===== src/rtl/if_fetch_unit.sv =====
// Instruction-fetch stage: builds 32-bit instructions from a byte-wide shared
// memory port and presents them to decode via the IF/ID pipeline register.
//
// Interface contract with decode and the pipeline controller:
//   id_valid=1 marks id_pc/id_inst as a real instruction, and id_valid=0 is a bubble.
//   if_stall_req=1 means no complete instruction is buffered. The controller
//   answers with stall_cmd[0]=1, which holds the PC.
//   stall_cmd[1]=1 freezes the IF/ID register. An instruction leaves the fetch
//   buffer only on an enabled edge where state is READY and stall_cmd[1:0]=00.
//   mem_rd is a one-cycle byte request. Its data appears on mem_rdata in the
//   following cycle, and pend_q tracks that outstanding answer.
module if_fetch_unit #(
  parameter int                ADDR_W   = 32,
  parameter logic [ADDR_W-1:0] RESET_PC = '0
) (
  input  logic              clk,
  input  logic              rst,
  input  logic              rdy,
  input  logic [4:0]        stall_cmd,
  input  logic              branch_flag,
  input  logic [ADDR_W-1:0] branch_target,
  input  logic              mem_busy,
  output logic              mem_rd,
  output logic [ADDR_W-1:0] mem_addr,
  input  logic [7:0]        mem_rdata,
  output logic              if_stall_req,
  output logic [ADDR_W-1:0] id_pc,
  output logic [31:0]       id_inst,
  output logic              id_valid
);

  typedef enum logic {
    S_FETCH = 1'b0,
    S_READY = 1'b1
  } state_t;

  state_t            state_q, state_d;
  logic [ADDR_W-1:0] pc_q, pc_d;
  logic [2:0]        iss_q, iss_d;      // bytes requested for the current word
  logic [2:0]        rcv_q, rcv_d;      // bytes received for the current word
  logic              pend_q, pend_d;    // a request was issued last enabled cycle
  logic [31:0]       buf_q, buf_d;      // little-endian assembly buffer
  logic [ADDR_W-1:0] id_pc_q, id_pc_d;
  logic [31:0]       id_inst_q, id_inst_d;
  logic              id_valid_q, id_valid_d;

  // Address of the next byte. It is combinational, so it follows iss_q within the same cycle.
  assign mem_addr     = pc_q + ADDR_W'(iss_q);
  // The stall request looks only at state and rst, so there is no combinational path
  // back from stall_cmd through the controller.
  assign if_stall_req = (state_q == S_FETCH) && !rst;

  assign id_pc    = id_pc_q;
  assign id_inst  = id_inst_q;
  assign id_valid = id_valid_q;

  // Next-state logic. Priority is rst, then rdy low, then branch, then stall_cmd, then normal fetch.
  always_comb begin
    state_d    = state_q;
    pc_d       = pc_q;
    iss_d      = iss_q;
    rcv_d      = rcv_q;
    pend_d     = pend_q;
    buf_d      = buf_q;
    id_pc_d    = id_pc_q;
    id_inst_d  = id_inst_q;
    id_valid_d = id_valid_q;
    mem_rd     = 1'b0;

    if (rst) begin
      state_d    = S_FETCH;
      pc_d       = RESET_PC;
      iss_d      = 3'd0;
      rcv_d      = 3'd0;
      pend_d     = 1'b0;
      id_pc_d    = '0;
      id_inst_d  = '0;
      id_valid_d = 1'b0;
    end else if (!rdy) begin
      // Frozen. Memory still answers the request from the last enabled cycle,
      // so that byte is kept. Clearing pend stops it from being taken twice.
      if (pend_q) begin
        buf_d[{rcv_q[1:0], 3'b000} +: 8] = mem_rdata;
        rcv_d  = rcv_q + 3'd1;
        pend_d = 1'b0;
      end
    end else if (branch_flag) begin
      // Redirect. Any partial or complete word is dropped, and the byte still
      // in flight is ignored because pend is cleared.
      state_d    = S_FETCH;
      pc_d       = branch_target;
      iss_d      = 3'd0;
      rcv_d      = 3'd0;
      pend_d     = 1'b0;
      id_pc_d    = '0;
      id_inst_d  = '0;
      id_valid_d = 1'b0;
    end else if (state_q == S_FETCH) begin
      // Issue side. Yield the port whenever the MEM stage owns it.
      if ((iss_q < 3'd4) && !mem_busy) begin
        mem_rd = 1'b1;
        iss_d  = iss_q + 3'd1;
        pend_d = 1'b1;
      end else begin
        pend_d = 1'b0;
      end
      // Receive side. The byte answering last cycle's request lands at lane rcv.
      if (pend_q) begin
        buf_d[{rcv_q[1:0], 3'b000} +: 8] = mem_rdata;
        rcv_d = rcv_q + 3'd1;
      end
      if (rcv_d == 3'd4) begin
        state_d = S_READY;
      end
      // Nothing is ready to hand over, so IF/ID bubbles unless it is held.
      if (!stall_cmd[1]) begin
        id_pc_d    = '0;
        id_inst_d  = '0;
        id_valid_d = 1'b0;
      end
    end else begin
      pend_d = 1'b0;
      if (stall_cmd[1]) begin
        // IF/ID is held, so the buffered word must not be consumed either.
      end else if (stall_cmd[0]) begin
        id_pc_d    = '0;
        id_inst_d  = '0;
        id_valid_d = 1'b0;
      end else begin
        id_pc_d    = pc_q;
        id_inst_d  = buf_q;
        id_valid_d = 1'b1;
        pc_d       = pc_q + ADDR_W'(4);
        iss_d      = 3'd0;
        rcv_d      = 3'd0;
        state_d    = S_FETCH;
      end
    end
  end

  // State registers. Reset is applied through the next-state logic, so it is synchronous.
  always_ff @(posedge clk) begin
    state_q    <= state_d;
    pc_q       <= pc_d;
    iss_q      <= iss_d;
    rcv_q      <= rcv_d;
    pend_q     <= pend_d;
    buf_q      <= buf_d;
    id_pc_q    <= id_pc_d;
    id_inst_q  <= id_inst_d;
    id_valid_q <= id_valid_d;
  end

endmodule


===== config.mk =====
export PLATFORM = sky130hd
export DESIGN_NAME = if_fetch_unit
export DESIGN_NICKNAME = d
export VERILOG_FILES = /design/src/rtl/if_fetch_unit.sv
export SDC_FILE = /design/constraint.sdc
export NUM_CORES = 1
export LEC_CHECK = 0
export ABC_AREA = 1
export CAP_MARGIN = 25
export CORE_MARGIN = 8
export CORE_UTILIZATION = 46
export CTS_CLUSTER_DIAMETER = 150
export DETAILED_ROUTE_END_ITERATION = 8
export GPL_ROUTABILITY_DRIVEN = 1
export PLACE_DENSITY_LB_ADDON = 0.1
export SYNTH_ARGS = -nofsm -noshare
export SYNTH_HDL_FRONTEND = slang
export SYNTH_SLANG_ARGS = --single-unit

===== constraint.sdc =====
create_clock -name clk -period 1.9 [get_ports clk]
set_input_delay 0.38 -clock clk [delete_from_list [all_inputs] [get_ports clk]]
set_output_delay 0.38 -clock clk [all_outputs]
set_load 0.01 [all_outputs]

=== After elaboration in Yosys (flattened, before gate mapping) ===
Index checks and enable logic that the tools add are counted.
W data, S select, Z words.

* Output and inout port bits: 99
* Flip-flop bits (word level): 137
* Bits of input ports: 50
* Word-level logic and storage cells: 85

* Muxes and demuxes: 46
* $lt $le $gt $ge: 1
* Bitwise operators: 2
* Reduce and logical (&&, ||, !) cells: 11
* Equal/unequal tests: 9
* Shift operators: 2
* Add/subtract/negate cells: 5

{| class="wikitable"
|+ Operator list
! operator !! count
|-
| $mux W32 || 17
|-
| $mux W3 || 13
|-
| $add A32 B3 Y32 || 1
|-
| $add A32 B3 Y32 const B || 1
|-
| $bwmux W32 || 1
|-
| $shift A8 B7 Y32 const A || 1
|-
| $shiftx A8 B7 Y32 || 1
|-
| $mux W1 || 15
|-
| $ne A4 B4 Y1 const B || 2
|-
| $reduce_and A4 Y1 || 2
|-
| $neg A5 Y7 || 1
|-
| $add A3 B1 Y3 const B || 2
|-
| $ne A3 B3 Y1 const B || 2
|-
| $ne A2 B1 Y1 const B || 2
|-
| $ne A2 B2 Y1 const B || 2
|-
| $reduce_and A2 Y1 || 2
|-
| $eq A3 B3 Y1 const B || 1
|-
| $lt A3 B3 Y1 const B || 1
|-
| $reduce_and A3 Y1 || 1
|-
| $reduce_bool A3 Y1 || 1
|-
| $logic_and A1 B1 Y1 || 2
|-
| $logic_not A1 Y1 || 2
|-
| $not A1 Y1 || 2
|-
| $reduce_bool A2 Y1 || 1
|}

=== Depth between registers and ports, before layout ===
Gate-level depths: netlist (run 1).

* Word-level depth: 10
* Mapped depth: 10
* Depth with buffers taken out: 10

=== Worst setup path before layout (run 1) ===
Ideal clock, no wire load.

* Path type: register to output
* From: reg iss_q[0]
* To: out mem_addr[20]
* Setup slack: -0.162 ns
* Stages on the path, launching flop included: 11
* Path buffers: 0
* Arrival time: 1.682 ns
* Required time: 1.520 ns
* Cell sequence: dfxtp_1 -> ha_1 -> fa_1 -> nand2_1 -> a21boi_4 -> nand2_2 -> nor2_4 -> nand2_2 -> nor2_2 -> nand2_1 -> xor2_1

* Cells in the longest elaborated chain, start to end: 1

{| class="wikitable"
|+ RTL lines
! element !! RTL line !! source
|-
| from (decl) || 39 || <nowiki>logic [2:0] iss_q, iss_d;</nowiki>
|-
| from (signal assigned) || 145 || <nowiki>iss_q <= iss_d;</nowiki>
|-
| $add A32 B3 Y32 || 48 || <nowiki>assign mem_addr = pc_q + ADDR_W'(iss_q);</nowiki>
|-
| to (decl) || 24 || <nowiki>output logic [ADDR_W-1:0] mem_addr,</nowiki>
|}

No other way between the ends.

=== Worst setup path in the final report (run 1) ===
* From: reg iss_q[0]
* To: out mem_addr[12]

The elaborated chain is that of the path after synthesis.

==> qor.csv, run 1 <==
stage,metric,value,unit
synthesis,synth_edf_count,32,
clock_tree,cts_buffer_depth,2,
synthesis,synthDistinctLibCells,37,
place,place.gp.congestion,0.917,
pwr,p_sw_share,25.7,%
synthesis,synth_warnings,0,
sta,fin_hold_ws,0.228,ns
finish,final_core_util,70.9,%
global_routing,antenna_found_initial,0,
clock_tree,clk_pin_slew,0.06,ns
setup_path,arrival,2.16,ns
floorplanning,die_w,137,um
clock_tree,cts_max_level,4,
pwr,power,0.00697,W
sta,slew_viol_final,0,
sta,maxSlewHeadroom,71.0,%
floorplanning,io_pins,149,
floorplanning,rows,44,
sta,fmaxAchievable,393,MHz
detailed_routing,drt-total-wl,22200,um
hold_path,hp-class,in2reg,
run_status,violations,negative setup slack,
place,place.port_buffers,145,
global_routing,gr-total-overflow,0,
sta,fin_setup_tns,-15.85,ns
floorplanning,core_region_area,14500,um^2
global_routing,grt_usage,23.7,%
finish,area_delta_synth_final,51.8,%
sta,hold_violations,0,
floorplanning,start_util,46.7,%
run,cap_violations,0,
synthesis,ys.flop_type,dfxtp_1,
synthesis,yosysTopAreaCell,dfxtp_1,
global_routing,grt_max_degree,87,
detailed_routing,viasPerCell,5.03,
pwr,internal_power,0.00518,W
setup_path,regToRegSetupSlack,0.09,ns
setup_path,cp.required,1.52,ns
detailed_routing,ant_nets,0,
clock_tree,hold_buffers,0,
place,placed_area,9470,um^2
clock_tree,cts_tree,done,
synthesis,ys_ff_latch,137,
run_status,outcome,finished with violations,
clock_tree,cts_made_buffers,17,
detailed_routing,drtPass1Iterations,7,
synthesis,ys_seq_area_share,45.3,%
synthesis,synthArstFlopShare,0,%
sta,rsz0062_at_grt,yes,
finish,antennaDiodeCount,0,
synthesis,synth_top_area_share,31.1,%
synthesis,synth.top_cells.by_count,"298 x nand2_1, 105 x dfxtp_1, 104 x a21oi_1",
pwr,power.density,679,nW/um^2
synthesis,synth.most_common_cell,nand2_1,
pwr,power_frac_comb,11.0,%
global_routing,grt_pass1_wl,35000,um
pwr,pwr-share-seq,43.8,%
floorplanning,die_y,137,um
synthesis,post_synth_instance_area,6770,um^2
synthesis,synthCells,925,
floorplanning,dieArea,18800,um^2
synthesis,synthTopCellsByArea,"dfxtp_1 31%, nand2_1 17%, edfxtp_1 14%",
setup_path,path_max_fanout,3,
detailed_routing,wl_per_cell,15.9,um
detailed_routing,dr.first_iter.drc_count,525,
clock_tree,root_buffer,clkbuf_16,
sta,fin_crit,2.54,ns
sta,tightest_slew,0.435,ns
setup_path,path_class,reg2out,
setup_path,worstSetupStartpointType,flip-flop,
finish,drive_above_1_share,23.8,%
detailed_routing,vias,7023,
sta,fin_crit_sh,134,%
place,dp_hpwl,16100,um
synthesis,syn_nets,987,
clock_tree,clk_latency,0.42,ns
pwr,p_leak,4.01,nW
finish,nNetsFinal,1260,
sta,fin_skew,0.00949,ns
synthesis,synth_area_per_cell,7.31,um^2
finish,num-fill-cells,1189,
pwr,ir_drop,0.000654,V
clock_tree,clock_sink_count,137,
finish,final_area,10300,um^2
pwr,p_sw,0.00179,W
setup_path,end_kind,primary output,
detailed_routing,drc,0,
global_routing,grt_pass1_vias,6978,
sta,setup_viol,31,
pwr,clkPwrFrac,45.2,%
sta,fin_ws,-0.644,ns
[layout make-up]
type | count | area (um^2) | share of cell area (%)
repair buffers | 300 | 2620 | 25.5
inverters | 62 | 233 | 2.27
clock inverters | 10 | 82.6 | 0.804
well taps | 184 | 230 | 2.24
multi-input cells | 680 | 3550 | 34.6
flip-flops and latches | 137 | 3070 | 29.9
clock buffers | 22 | 475 | 4.63
[state kept, by name, indices dropped and copies added (netlist names)]
register	cells
pend_q	1
id_valid	1
id_inst	32
id_pc	32
rcv_q	3
buf_q	32
state_q	1
pc_q	32
iss_q	3
[power by group through the flow]
stage / combinational, W / sequential, W / clock [W]
after global routing: 0.000835 / 0.00306 / 0.00331
final: 0.000769 / 0.00306 / 0.00315
after CTS: 0.000761 / 0.00305 / 0.00318
after detailed placement: 0.000764 / 0.00312 / 0
after global placement: 0.000758 / 0.00311 / 0
after floorplan: 0.000333 / 0.00312 / 0
[through the flow]
| step | worst slack [ns] | cells |
|---|---|---|
| after floorplan | -0.0814 | 925 |
| after global placement | -0.606 | 1354 |
| after detailed placement | -0.647 | 1354 |
| after CTS | -0.671 | 1393 |
| after global routing | -0.760 | 1395 |
| final | -0.644 | 1395 |
[cells by family after synthesis]
group	share of synthesized area [%]
AOI/OAI and AO/OA	11.4
DFF	45.3
buffers and inverters	6.60
and+or+nand+nor	30.0
xor gates and xnor gates	4.40
adders and majority gates	2.33
[repair_timing]
| action | in CTS | in global routing |
|---|---|---|
| setup buffers | 7 | 2 |
| gates resized for setup | 159 | 19 |
| pin swaps | 22 | 15 |
| setup endpoints to repair | 48 | 39 |
| gates cloned | 0 | 0 |
[final timing paths]
| path | end | cells past startpoint | from |
|---|---|---|---|
| worst min-delay path | pend_q$_DFF_P_ | 2 | rst |
| worst min register to register | id_pc[12]$_SDFFE_PP0P_ | 2 | id_pc[12]$_SDFFE_PP0P_ |
| worst max-delay path | mem_addr[12] | 11 | iss_q[0]$_SDFFE_PP0P_ |
| worst max register to register | pc_q[20]$_SDFFE_PP0P_ | 8 | pc_q[2]$_SDFFE_PP0P_ |
[metal layers]
layer	up-vias	GRT usage, %	wire (um)
li1	3516	-	-
met1	3289	26.3	8770
met2	183	42.3	11600
met3	35	6.53	1370
met4	0	9.23	448
met5	-	0	0
[worst max-delay path: stages (launching register included)]
cell and delay [ns]:
dfxtp_2 0.35, ha_4 0.14, fa_2 0.21, nand2_2 0.07, a21boi_4 0.20, nand2_2 0.11
nor2_4 0.12, nand2_4 0.06, buf_4 0.14, buf_6 0.11, xnor2_2 0.11, buf_2 0.14
[cells in the final DEF, fill, tap and decap left out, drive strengths merged]
cell,count
clkdlybuf4s15,9
nand4,4
clkinv,4
edfxtp,32
xor2,28
nor4,1
o211ai,1
buf,178
dfxtp,105
a31oi,4
inv,67
a21boi,1
nand3b,1
o21ai,35
and2,1
a21oi,104
dlygate4sd2,4
o21a,1
nor2,113
ha,11
clkbuf,22
or2,4
clkinvlp,1
fa,1
clkdlybuf4s50,109
nand2,304
xnor2,6
nor3,22
nand3,36
o31ai,2
Note: power is estimated with default switching activity, not from simulation.
==> inputs of run 2 (changes only) <==
- GPL_ROUTABILITY_DRIVEN: 1 -> 0
==> results of run 2 <==
The final DEF is identical to that of run 1; final timing and power are the same.
==> inputs of run 3 (changes only) <==
- CORE_UTILIZATION: 46 -> 51
- clock period: 1.9 -> 2.7 ns (I/O delays scaled with it)
==> run 3 against run 2 <==
The flow still finishes with violations (negative setup slack). Hold slack improved by 0.11 ns. Global-route usage fell by 0.70 points. Die area fell by 8.7%. Wire length fell by 8.1%. Final area fell by 7.1%. Register-to-register slack improved by 0.57 ns. Clock-buffer cell count fell by 4. Clock skew fell by 0.0035 ns. Flip-flop and latch count did not move. Via count fell by 4.5%. Combinational power fell by 40%.
==> qor.csv, run 3 (synthesized netlist as in run 1, its figures left out) <==
stage,metric,value,unit,change
clock_tree,cts_tree,done,,
pwr,p_leak,3.62,nW,-9.7%
setup_path,worstSetupStartpointType,flip-flop,,
setup_path,cp.required,2.16,ns,+0.64 ns
global_routing,grt_pass1_vias,6481,,-7.1%
setup_path,reg2regPathDepth,11,,+3
pwr,ir_drop,0.000470,V,-28%
sta,setup_viol,3,,-90%
sta,fin_setup_tns,-0.0858,ns,+15.77 ns
sta,hold_violations,0,,unchanged
run,cap_violations,0,,unchanged
floorplanning,die_y,131,um,-4.4%
global_routing,antenna_found_initial,0,,unchanged
clock_tree,cts_made_buffers,17,,unchanged
hold_path,min_from,rst,,
sta,fin_crit,2.74,ns,
clock_tree,cts_max_level,4,,unchanged
run_status,violations,negative setup slack,,
sta,fmaxAchievable,365,MHz,
pwr,power.density,530,nW/um^2,-22%
place,dp_hpwl,14300,um,-11%
sta,rsz0062_at_grt,yes,,
setup_path,path_class,reg2out,,
detailed_routing,vias,6710,,-4.5%
detailed_routing,dr.first_iter.drc_count,415,,-21%
clock_tree,root_buffer,clkbuf_16,,
finish,num-fill-cells,1054,,-11%
sta,tightest_slew,0.835,ns,+0.400 ns
detailed_routing,drt-total-wl,20400,um,-8.1%
setup_path,arrival,2.20,ns,+0.04 ns
sta,fin_ws,-0.0433,ns,+0.601 ns
setup_path,end_kind,primary output,,
floorplanning,die_w,131,um,-4.4%
global_routing,grt_usage,23.0,%,-0.70 points
run_status,outcome,finished with violations,,
hold_path,hp-class,in2reg,,
clock_tree,clock_sink_count,137,,unchanged
sta,slew_viol_final,0,,unchanged
setup_path,path_max_fanout,4,,+1
finish,area_delta_synth_final,41.0,%,
setup_path,crit_start,pc_q[0]$_SDFFE_PP0P_,,
clock_tree,cts_buffer_depth,2,,unchanged
global_routing,grt_pass1_wl,32300,um,-7.6%
floorplanning,io_pins,149,,unchanged
sta,maxSlewHeadroom,44.4,%,-27 points
setup_path,reg2reg_to,pc_q[20]$_SDFFE_PP0P_,,
finish,nNetsFinal,1172,,-7.0%
floorplanning,start_util,51.7,%,+5.0 points
global_routing,gr-total-overflow,0,,unchanged
floorplanning,core_region_area,13100,um^2,-9.6%
detailed_routing,viasPerCell,5.17,,+2.6%
clock_tree,clk_latency,0.43,ns,about the same
detailed_routing,wl_per_cell,15.7,um,-1.3%
finish,final_core_util,72.9,%,+2.0 points
setup_path,regToRegSetupSlack,0.66,ns,+0.57 ns
setup_path,reg2reg_from,pc_q[2]$_SDFFE_PP0P_,,
floorplanning,rows,42,,-4.5%
place,place.port_buffers,145,,unchanged
setup_path,crit_end,mem_addr[20],,
sta,fin_skew,0.00601,ns,-0.00348 ns
floorplanning,dieArea,17200,um^2,-8.7%
detailed_routing,ant_nets,0,,unchanged
finish,antennaDiodeCount,0,,unchanged
detailed_routing,drtPass1Iterations,5,,-2
global_routing,grt_max_degree,76,,-13%
detailed_routing,drc,0,,unchanged
clock_tree,clk_pin_slew,0.06,ns,about the same
finish,final_cell_mix,"292 x nand2_1, 113 x clkdlybuf4s50_1, 104 x a21oi_1",,
finish,mostFrequentLayoutCell,nand2_1,,
sta,fin_crit_sh,102,%,
finish,drive_above_1_share,16.7,%,-7.0 points
[run 3: cell types whose count changed in the layout (fill, tap and decap cells not counted), moves of 5 or more]
cell and delta:
dfxtp_2 +5, buf_2 -8, buf_4 -83, dlygate4sd2_1 +5
clkdlybuf4s15_2 -5
[run 3: timing repair]
item                                    4_1_cts  5_1_grt
pin swaps                                    14       19
hold buffers                                  0        0
endpoints found under the setup margin       31       26
buffers inserted                              6        6
gates resized for setup                     105       33
hold endpoints to repair                      0        0
[run 3: routing by layer]
metal	global-route usage (%)	vias to the layer above	share of wire, %
met4	11.0	0	3.2
met5	0	-	0
met2	39.8	206	50
met1	25.4	3112	41
li1	-	3341	-
met3	6.86	51	5.9
[run 3: how the worst min path moves through the flow]
stage / endpoint / slack [ns] / cells past startpoint
finish: pend_q$_DFF_P_ / 0.34 / 2
global route: pend_q$_DFF_P_ / 0.33 / 2
CTS: pend_q$_DFF_P_ / 0.33 / 2
detailed placement: id_inst[5]$_SDFFE_PP0P_ / 0.45 / 2
global placement: id_inst[24]$_SDFFE_PP0P_ / 0.45 / 2
floorplan: iss_q[2]$_SDFFE_PP0P_ / 0.45 / 2
[run 3: power by group]
part	leakage, nW	switching [W]	total [W]	internal, W
combinational	2.18	0.000256	0.000458	0.000202
clock	0.296	0.000961	0.00244	0.00148
sequential	1.15	0.0000366	0.00216	0.00212
total	3.62	0.00125	0.00506	0.00380
[run 3: area by class of cell]
cell class / instances / area, um^2 / share of cell area [%]
multi-input combinational: 680 / 3470 / 36.4
tap: 176 / 220 / 2.31
clock buffer: 18 / 429 / 4.50
clock inverter: 14 / 185 / 1.94
inverter: 62 / 233 / 2.44
sequential: 137 / 3080 / 32.2
timing repair buffer: 212 / 1930 / 20.2
[run 3: worst max-delay path, cell delays in order (launching register included)]
cell and delay, ns:
dfxtp_2 0.35, ha_4 0.14, fa_2 0.21, nand2_2 0.07
a21boi_4 0.22, nand2_2 0.10, nor2_4 0.16, nand2_2 0.09
nor2_4 0.10, nand2_1 0.07, xor2_1 0.13, buf_2 0.13
[run 3: per-stage QoR]
step / instance area, um^2 / setup slack (ns) / hold slack [ns] / power (W) / instances
after detailed placement: 8700 / -0.0465 / 0.454 / 0.00266 / 1257
after CTS: 9420 / -0.142 / 0.331 / 0.00508 / 1295
final: 9540 / -0.0433 / 0.341 / 0.00506 / 1299
after global placement: 8700 / -0.0258 / 0.451 / 0.00266 / 1257
after floorplan: 6770 / 0.478 / 0.446 / 0.00242 / 925
after global routing: 9540 / -0.167 / 0.333 / 0.00522 / 1299
